--- src/rtl/time_set_ctrl_pkg.sv ---
`default_nettype none
// ============================================================================
//  Module      : time_set_ctrl_pkg
//  Description : Shared clock package. Holds the counter-select codes, the
//                edit FSM state encoding and small helpers for time_set_ctrl.
//  Revision    : 1.0 - initial release
// ============================================================================
package time_set_ctrl_pkg;

  // Field-select code presented to the counter chain
  typedef logic [2:0] sel_t;

  localparam sel_t SELECT_NONE  = 3'b000;
  localparam sel_t SELECT_MIN   = 3'b001;
  localparam sel_t SELECT_HOUR  = 3'b010;
  localparam sel_t SELECT_DAY   = 3'b011;
  localparam sel_t SELECT_MONTH = 3'b100;
  localparam sel_t SELECT_YEAR  = 3'b101;

  // State codes match the select codes of the field being edited
  typedef enum logic [2:0] {
    ST_RUN  = 3'b000,
    ST_MIN  = 3'b001,
    ST_HOUR = 3'b010,
    ST_DAY  = 3'b011,
    ST_MON  = 3'b100,
    ST_YEAR = 3'b101
  } state_t;

  // Mode-button order: RUN -> HOUR -> MIN -> DAY -> MON -> YEAR -> RUN
  function automatic state_t next_item(input state_t s);
    case (s)
      ST_RUN:  return ST_HOUR;
      ST_HOUR: return ST_MIN;
      ST_MIN:  return ST_DAY;
      ST_DAY:  return ST_MON;
      ST_MON:  return ST_YEAR;
      default: return ST_RUN;
    endcase
  endfunction

  // Field presented to the counters while in a given state
  function automatic sel_t sel_of(input state_t s);
    case (s)
      ST_HOUR: return SELECT_HOUR;
      ST_MIN:  return SELECT_MIN;
      ST_DAY:  return SELECT_DAY;
      ST_MON:  return SELECT_MONTH;
      ST_YEAR: return SELECT_YEAR;
      default: return SELECT_NONE;
    endcase
  endfunction

endpackage
`default_nettype wire

--- src/rtl/time_set_ctrl_if.sv ---
`default_nettype none
// ============================================================================
//  Module      : time_set_ctrl_if
//  Description : Button inputs and counter-control outputs of time_set_ctrl.
//                slave = controller side, master = button/counter side.
//  Revision    : 1.0 - initial release
// ============================================================================
interface time_set_ctrl_if;
  import time_set_ctrl_pkg::*;

  logic btn_mode;
  logic btn_up;
  logic btn_down;
  sel_t select_item;
  logic up;
  logic down;
  logic en_1;
  logic sec_clr;
  logic blink;

  modport master (
    output btn_mode, btn_up, btn_down,
    input  select_item, up, down, en_1, sec_clr, blink
  );

  modport slave (
    input  btn_mode, btn_up, btn_down,
    output select_item, up, down, en_1, sec_clr, blink
  );

endinterface
`default_nettype wire

--- src/rtl/time_set_ctrl_btn_repeat.sv ---
`default_nettype none
// ============================================================================
//  Module      : btn_repeat
//  Description : Rising-edge detect plus auto-repeat for one debounced button.
//                o_fire is high on the press cycle and, once the button has
//                been held REPEAT_DLY cycles past the press, every cycle
//                until release. A button already high when reset releases is
//                ignored until it has been seen low once.
//  Revision    : 1.0 - initial release
// ============================================================================
module btn_repeat #(
  parameter int REPEAT_DLY = 3
) (
  input  wire logic clk,
  input  wire logic rst,
  input  wire logic i_btn,
  input  wire logic i_cancel,
  output logic      o_fire
);

  localparam int CNT_W = (REPEAT_DLY > 0) ? $clog2(REPEAT_DLY + 1) : 1;
  localparam logic [CNT_W-1:0] c_dly = CNT_W'(REPEAT_DLY);

  logic             r_prev;
  logic             r_armed;
  logic [CNT_W-1:0] r_cnt;
  logic             w_rise;
  logic             w_rep;

  assign w_rise = i_btn & ~r_prev & r_armed;
  assign w_rep  = i_btn & r_armed & ~w_rise & (r_cnt == c_dly);
  assign o_fire = (w_rise | w_rep) & ~i_cancel;

  // Edge history, arming after a seen release, and held-cycle counter
  always_ff @(posedge clk) begin
    if (rst) begin
      r_prev  <= 1'b0;
      r_armed <= 1'b0;
      r_cnt   <= '0;
    end else begin
      r_prev <= i_btn;
      if (!i_btn) begin
        r_armed <= 1'b1;
      end
      if (!i_btn || i_cancel || !r_armed) begin
        r_cnt <= '0;
      end else if (w_rise) begin
        r_cnt <= CNT_W'(1);
      end else if (r_cnt != c_dly) begin
        r_cnt <= r_cnt + 1'b1;
      end
    end
  end

endmodule
`default_nettype wire

--- src/rtl/time_set_ctrl.sv ---
`default_nettype none
// ============================================================================
//  Module      : time_set_ctrl
//  Description : Time-setting controller. Steps through the editable fields
//                on mode presses, issues up/down pulses (with auto-repeat)
//                to the selected counter, freezes the time while editing and
//                falls back to RUN after TIMEOUT idle cycles.
//  Revision    : 1.0 - initial release
// ============================================================================
module time_set_ctrl
  import time_set_ctrl_pkg::*;
#(
  parameter int TIMEOUT    = 30,
  parameter int REPEAT_DLY = 3
) (
  input wire logic     clk_1Hz,
  input wire logic     rst,
  time_set_ctrl_if.slave bus
);

  localparam int IDLE_W = $clog2(TIMEOUT + 1);
  localparam logic [IDLE_W-1:0] c_idle_max = IDLE_W'(TIMEOUT);

  state_t            r_state;
  state_t            w_next;
  sel_t              r_sel;
  logic              r_up;
  logic              r_down;
  logic              r_en;
  logic              r_sec_clr;
  logic              r_blink;
  logic [IDLE_W-1:0] r_idle;
  logic              r_mode_prev;
  logic              r_mode_armed;

  logic w_mode_edge;
  logic w_both;
  logic w_up_fire;
  logic w_down_fire;
  logic w_edit;
  logic w_change;

  // Mode is edge-only; a press held through reset is ignored until released
  assign w_mode_edge = bus.btn_mode & ~r_mode_prev & r_mode_armed;
  assign w_both      = bus.btn_up & bus.btn_down;
  assign w_edit      = (r_state != ST_RUN);
  assign w_change    = (w_next != r_state);

  btn_repeat #(.REPEAT_DLY(REPEAT_DLY)) u_rep_up (
    .clk      (clk_1Hz),
    .rst      (rst),
    .i_btn    (bus.btn_up),
    .i_cancel (w_both),
    .o_fire   (w_up_fire)
  );

  btn_repeat #(.REPEAT_DLY(REPEAT_DLY)) u_rep_down (
    .clk      (clk_1Hz),
    .rst      (rst),
    .i_btn    (bus.btn_down),
    .i_cancel (w_both),
    .o_fire   (w_down_fire)
  );

  // FSM state register
  always_ff @(posedge clk_1Hz) begin
    if (rst) begin
      r_state <= ST_RUN;
    end else begin
      r_state <= w_next;
    end
  end

  // Next state: mode press advances, idle timeout forces RUN
  always_comb begin
    w_next = r_state;
    if (w_mode_edge) begin
      w_next = next_item(r_state);
    end else if (w_edit && (r_idle == c_idle_max)) begin
      w_next = ST_RUN;
    end
  end

  // Registered outputs, idle counter and mode edge history
  always_ff @(posedge clk_1Hz) begin
    if (rst) begin
      r_sel        <= SELECT_NONE;
      r_up         <= 1'b0;
      r_down       <= 1'b0;
      r_en         <= 1'b1;
      r_sec_clr    <= 1'b0;
      r_blink      <= 1'b1;
      r_idle       <= '0;
      r_mode_prev  <= 1'b0;
      r_mode_armed <= 1'b0;
    end else begin
      r_mode_prev <= bus.btn_mode;
      if (!bus.btn_mode) begin
        r_mode_armed <= 1'b1;
      end
      r_sel     <= sel_of(w_next);
      // Pulses only in a steady edit state; a state change swallows them
      r_up      <= w_edit & ~w_change & w_up_fire;
      r_down    <= w_edit & ~w_change & w_down_fire;
      r_en      <= (w_next == ST_RUN);
      r_sec_clr <= w_edit & (w_next == ST_RUN);
      if (w_next == ST_RUN) begin
        r_blink <= 1'b1;
      end else if (!w_edit) begin
        r_blink <= 1'b0;
      end else begin
        r_blink <= ~r_blink;
      end
      if ((w_next == ST_RUN) || w_mode_edge || w_up_fire || w_down_fire) begin
        r_idle <= '0;
      end else if (r_idle != c_idle_max) begin
        r_idle <= r_idle + 1'b1;
      end
    end
  end

  assign bus.select_item = r_sel;
  assign bus.up          = r_up;
  assign bus.down        = r_down;
  assign bus.en_1        = r_en;
  assign bus.sec_clr     = r_sec_clr;
  assign bus.blink       = r_blink;

endmodule
`default_nettype wire
--- src/flat_wrapper.sv ---
// flat-port wrapper written by rule: the top's interface ports become plain ports
module time_set_ctrl_flat import time_set_ctrl_pkg::*;
#(
  parameter int TIMEOUT    = 30,
  parameter int REPEAT_DLY = 3
)
  (clk_1Hz, rst, bus_btn_mode, bus_btn_up, bus_btn_down, bus_select_item, bus_up, bus_down, bus_en_1, bus_sec_clr, bus_blink);
  time_set_ctrl_if bus_i ();
  input wire logic clk_1Hz;
  input wire logic rst;
  input wire logic [$bits(bus_i.btn_mode)-1:0] bus_btn_mode;
  input wire logic [$bits(bus_i.btn_up)-1:0] bus_btn_up;
  input wire logic [$bits(bus_i.btn_down)-1:0] bus_btn_down;
  output wire logic [$bits(bus_i.select_item)-1:0] bus_select_item;
  output wire logic [$bits(bus_i.up)-1:0] bus_up;
  output wire logic [$bits(bus_i.down)-1:0] bus_down;
  output wire logic [$bits(bus_i.en_1)-1:0] bus_en_1;
  output wire logic [$bits(bus_i.sec_clr)-1:0] bus_sec_clr;
  output wire logic [$bits(bus_i.blink)-1:0] bus_blink;
  assign bus_i.btn_mode = bus_btn_mode;
  assign bus_i.btn_up = bus_btn_up;
  assign bus_i.btn_down = bus_btn_down;
  assign bus_select_item = bus_i.select_item;
  assign bus_up = bus_i.up;
  assign bus_down = bus_i.down;
  assign bus_en_1 = bus_i.en_1;
  assign bus_sec_clr = bus_i.sec_clr;
  assign bus_blink = bus_i.blink;
  time_set_ctrl #(.TIMEOUT(TIMEOUT), .REPEAT_DLY(REPEAT_DLY)) u_core (.clk_1Hz(clk_1Hz), .rst(rst), .bus(bus_i));
endmodule
--- config.mk ---
export PLATFORM = sky130hd
export DESIGN_NAME = time_set_ctrl_flat
export DESIGN_NICKNAME = d
export VERILOG_FILES = /design/src/rtl/time_set_ctrl_pkg.sv /design/src/rtl/time_set_ctrl_if.sv /design/src/rtl/time_set_ctrl_btn_repeat.sv /design/src/rtl/time_set_ctrl.sv /design/src/flat_wrapper.sv
export SDC_FILE = /design/constraint.sdc
export NUM_CORES = 1
export LEC_CHECK = 0
export CAP_MARGIN = 5
export CORE_MARGIN = 2
export CORE_UTILIZATION = 40
export CTS_CLUSTER_DIAMETER = 120
export DETAILED_ROUTE_END_ITERATION = 6
export PLACE_DENSITY_LB_ADDON = 0.08
export SLEW_MARGIN = 30
export SYNTH_ARGS = -nofsm -noshare
export SYNTH_HDL_FRONTEND = slang
export SYNTH_SLANG_ARGS = --single-unit
--- constraint.sdc ---
create_clock -name clk_1Hz -period 3.54 [get_ports clk_1Hz]
set_input_delay 0.708 -clock clk_1Hz [delete_from_list [all_inputs] [get_ports clk_1Hz]]
set_output_delay 0.708 -clock clk_1Hz [all_outputs]
set_load 0.01 [all_outputs]
-- Word level (Yosys, flattened, before mapping)
Index checks and enable logic that the tools add are counted.
- flip-flop bits (word level): 26
- input bits: 5
- word-level logic and storage cells: 98
- output and inout port bits: 8
- equality and inequality tests: 16
- $add $sub $neg: 3
- muxes and demuxes: 9
- reduce and logical (&&, ||, !) cells: 23
- bitwise logic cells: 29
- operators by type and width (kind ; count):
    3-bit one-hot mux with 5 select lines ; 2
    1-bit bitwise AND ; 19
    3-bit by 2-bit == test with 1-bit output (second input constant) ; 4
    3-bit == test (second input constant) ; 3
    1-bit inverter ; 8
    2-bit OR reduction ; 4
    1-bit logical OR ; 7
    3-bit by 1-bit == test with 1-bit output (second input constant) ; 2
    3-bit logical NOT ; 2
    3-bit two-way mux ; 2
    3-bit OR reduction ; 2
    5-bit by 1-bit adder with 5-bit output (second input constant) ; 1
    5-bit == test (second input constant) ; 1
    1-bit two-way mux ; 5
    5-bit inequality test (second input constant) ; 1
    2-bit by 1-bit adder with 2-bit output (second input constant) ; 2
    2-bit == test (second input constant) ; 2
    1-bit logical NOT ; 4
    2-bit inequality test (second input constant) ; 2
    2-bit nonzero test ; 2
    3-bit inequality test ; 1
    3-bit nonzero test ; 1
    1-bit OR ; 2
    1-bit logical AND ; 1

-- Depth between registers and ports, before layout
- word-level depth: 11
- mapped depth: 5

-- Cells and area by module
A second synthesis with hierarchy kept.
- cell total of the unflattened synthesis: 114
- area, all modules: 1119.8 µm²
- modules (own cells, without submodules) (module ; area an instance (µm²) ; instances ; cells an instance):
    time_set_ctrl ; 774.5 ; 1 ; 82
    btn_repeat ; 172.7 ; 2 ; 16

-- Worst setup path after synthesis
No wires, ideal clock.
- path type: input to register
- start: input port bus_btn_mode
- end: register u_core.r_idle[1]
- buffers on the path: 1
- stages on the path: 4
- arrival: 1.783 ns
- setup slack: 1.653 ns
- cell sequence: and3b_1 -> buf_6 -> or4_4 -> a2111oi_2
- cells in the longest elaborated chain, start to end: 8
- RTL lines (element ; line ; text):
    start: declaration ; flat_wrapper.sv:11 ; input wire logic [$bits(bus_i.btn_mode)-1:0] bus_btn_mode;
    1-bit bitwise AND (*) (2 in a row) ; time_set_ctrl.sv:44 ; assign w_mode_edge = bus.btn_mode & ~r_mode_prev & r_mode_armed;
    3-bit two-way mux ; time_set_ctrl.sv:77 ; if (w_mode_edge) begin
    3-bit logical NOT ; time_set_ctrl.sv:114 ; if ((w_next == ST_RUN) || w_mode_edge || w_up_fire || w_down_fire) begin
    1-bit logical OR (*) (3 in a row) ; time_set_ctrl.sv:114 ;
    2-bit OR reduction (no line) (*) ; -- ;
    end signal: assignment ; time_set_ctrl.sv:117 ; r_idle <= r_idle + 1'b1;
    end: declaration ; time_set_ctrl.sv:32 ; logic [IDLE_W-1:0] r_idle;
Every way passes the cells marked *; elsewhere a longest branch is shown, timed or not.
A chain may end at the register's enable or synchronous reset.

-- Worst setup path after layout
Same ends and word-level chain as after synthesis.

==> flow_summary.ini <==
[run_status]
status = complete, no violations

[sta]
slew_headroom_pct = 47.9
hold_violations = 0
period_share_pct = 59.6
period_minus_slack_ns = 2.11
final-setup-viol-count = 0
finalHoldWorstSlack_ns = 0.452
rsz0062_at_grt = no
skew_ns = 0.00790
setup_tns_ns = 0
worst_slack_ns = 1.43
tightest_slew_ns = 0.779
max_freq_mhz = 474
slew_viol_final = 0

[hold_path]
hp-class = reg2reg

[detailed_routing]
wl_met2_um = 985
firstDrtPassIters = 4
routed_wl_um = 2040
drt-wirelength-per-cell_um = 12.9
m1WireLength_um = 972
avgViaCountPerCell = 5.61
maxUsedRoutingLayer = met4
drt-initial-drc-count = 21
vias = 886
met3WireLength_um = 67
ant_nets = 0
drcViolationCount = 0

[floorplan]
fp.dieW_um = 57.0
die_area_um2 = 3250
core_region_area_um2 = 2710
rows = 19
start_util_pct = 41.5
die_y_um = 57.0
io_pins = 13

[clocking]
cts-hold-fix-buffers = 0
cts_root_buffer = clkbuf_4
htree_levels = 1
post_cts_resized = 0
cts_setup_buffers = 0
clkLatencyLatePin_ns = 0.31
clkTransAtPathRegs_ns = 0.14
cts_made_buffers = 3
cts_tree = built
clock-sinks = 26
cts_buffer_depth = 2

[cells_and_area]
final_cells = 158
fin_area_um2 = 1310
diodes = 0
nets = 137
drive_above_1_share_pct = 7.09
area_growth_pct = 16.7
postLayoutCoreUtil_pct = 48.4

[synth]
ys.flop_type = dfxtp_1
syn_area_per_cell_um2 = 9.70
async_flop_share_pct = 0
synth_edf_count = 0
syn_area_um2 = 1120
syn-instance-count = 116
yosysWarnings = 0
ys_seq_area_share_pct = 46.3
ys_ff_latch = 26
ys_types = 38
syn_nets = 125

[setup_path]
regToRegSetupSlack_ns = 1.65
reg2regPathDepth = 5
cp_max_fo = 8
crit_type = in2reg
crit_start = bus_btn_mode
end_kind = flip-flop
cp_cell_sequence = clkdlybuf4s50_1 > and3b_1 > or4_4 > a2111oi_2
crit_path_end = u_core.r_idle[1]
path_buf_inv = 1
start_kind = input pin
crit_family = simple AND/OR/NAND/NOR gates
slowest_stage = or4_4
arrival_ns = 2.33
path_depth = 4
rr_endpoint = u_core.r_idle[1]
cpPeakStageDelay_ns = 0.59
reg2reg_from = u_core.r_idle[0]
required_ns = 3.76

[global_route]
grt_pass1_vias = 841
overflow = 0
grt_first_pass_wirelength_um = 3760
track_usage_pct = 14.9
grt_max_degree = 19
antenna_found_initial = 0

[power]
p_per_area_nw_per_um2 = 417
p_leak_nw = 0.481
totalPowerFinal_mw = 0.547
max-vdd-ir-drop_mv = 0.204

[placement]
port_buffers = 12
dp_hpwl_um = 1540
gp_congestion = 0.819
dp_slack_ns = 1.10
place_area_um2 = 1260
dp.cells = 154

[run]
drv_cap = 0
==> worst register-to-register path: cells and delay by family (launching register included) <==
family	cells	cell delay, ns
AOI/OAI and AO/OA	1	0.28
and+or+nand+nor	2	0.84
DFF	1	0.40
buffers and inverters	1	0.06
adders and majority gates	1	0.22
==> power by group <==
group	leakage, nW	total [mW]	switching [mW]	internal (mW)
Sequential	0.212	0.308	0.00669	0.301
Clock	0.0279	0.199	0.0850	0.114
Combinational	0.241	0.0398	0.0208	0.0190
Total	0.481	0.547	0.113	0.435
==> registers in the layout (all words and copies together), names as in the netlist <==
| signal | count |
|---|---|
| u_core.bus.blink | 1 |
| u_core.bus.down | 1 |
| u_core.bus.en_1 | 1 |
| u_core.bus.sec_clr | 1 |
| u_core.bus.select_item | 3 |
| u_core.bus.up | 1 |
| u_core.r_idle | 5 |
| u_core.r_mode_armed | 1 |
| u_core.r_mode_prev | 1 |
| u_core.r_state | 3 |
| u_core.u_rep_down.r_armed | 1 |
| u_core.u_rep_down.r_cnt | 2 |
| u_core.u_rep_down.r_prev | 1 |
| u_core.u_rep_up.r_armed | 1 |
| u_core.u_rep_up.r_cnt | 2 |
| u_core.u_rep_up.r_prev | 1 |
==> layout make-up <==
class | count | area (um^2)
clock buffer | 3 | 22.5
clock inverter | 1 | 30.0
fill | 288 | 1400
inverter | 6 | 22.5
multi-input combinational | 78 | 551
sequential | 26 | 520
tap | 31 | 38.8
timing repair buffer | 13 | 128
==> placed cells by master (no fill, tap or decap), types with 3 or more instances in the layout <==
cell              n
dfxtp_1          26
nand2_1           3
o21ai_0           4
nor2b_1           5
nand3_1           6
clkbuf_4          3
nor3_1            3
clkdlybuf4s50_1  12
ha_1              4
xor2_1            4
a21oi_1           8
inv_1             6
nor2_1            3
o221ai_1          3
nand4_1           3
nand3b_1          4
nor4_1            4
==> Yosys cell counts (4+ instances only) <==
library cell  number  share of area (%)
ha_1               4                4.4
clkbuf_1           4                1.3
o21ai_0            4                1.8
nor2b_1            5                2.8
xor2_1             4                3.1
inv_1              6                2.0
nor4_1             4                2.2
nand3b_1           4                2.7
nand3_1            6                2.7
a21oi_1            8                3.6
dfxtp_1           26                 46
==> cells by family (layout without fill, tap and decap cells) <==
| group | count (synthesis) | in the layout | share of synthesized area [%] |
|---|---|---|---|
| and+or+nand+nor | 41 | 41 | 22.6 |
| AOI/OAI and AO/OA | 27 | 27 | 17.1 |
| DFF | 26 | 26 | 46.3 |
| buffers and inverters | 12 | 23 | 4.78 |
| xor gates and xnor gates | 5 | 5 | 3.89 |
| adders and majority gates | 4 | 4 | 4.45 |
| muxes | 1 | 1 | 0.890 |
==> worst min path at each step <==
stage                                start                       end  slack [ns]  cells after the start
floorplan           u_core.u_rep_up.r_prev  u_core.u_rep_up.r_cnt[0]        0.41                      1
global placement    u_core.u_rep_up.r_prev  u_core.u_rep_up.r_cnt[0]        0.43                      1
detailed placement  u_core.u_rep_up.r_prev  u_core.u_rep_up.r_cnt[0]        0.43                      1
CTS                 u_core.u_rep_up.r_prev  u_core.u_rep_up.r_cnt[0]        0.46                      1
global route        u_core.u_rep_up.r_prev  u_core.u_rep_up.r_cnt[0]        0.47                      1
finish              u_core.u_rep_up.r_prev  u_core.u_rep_up.r_cnt[0]        0.45                      1
==> layer usage <==
metal,GRT usage [%],up-vias
met2,24.6,14
met5,0,-
met3,2.72,2
met4,7.31,0
met1,18.6,410
li1,-,460
Power figures use the tool's default switching activity.
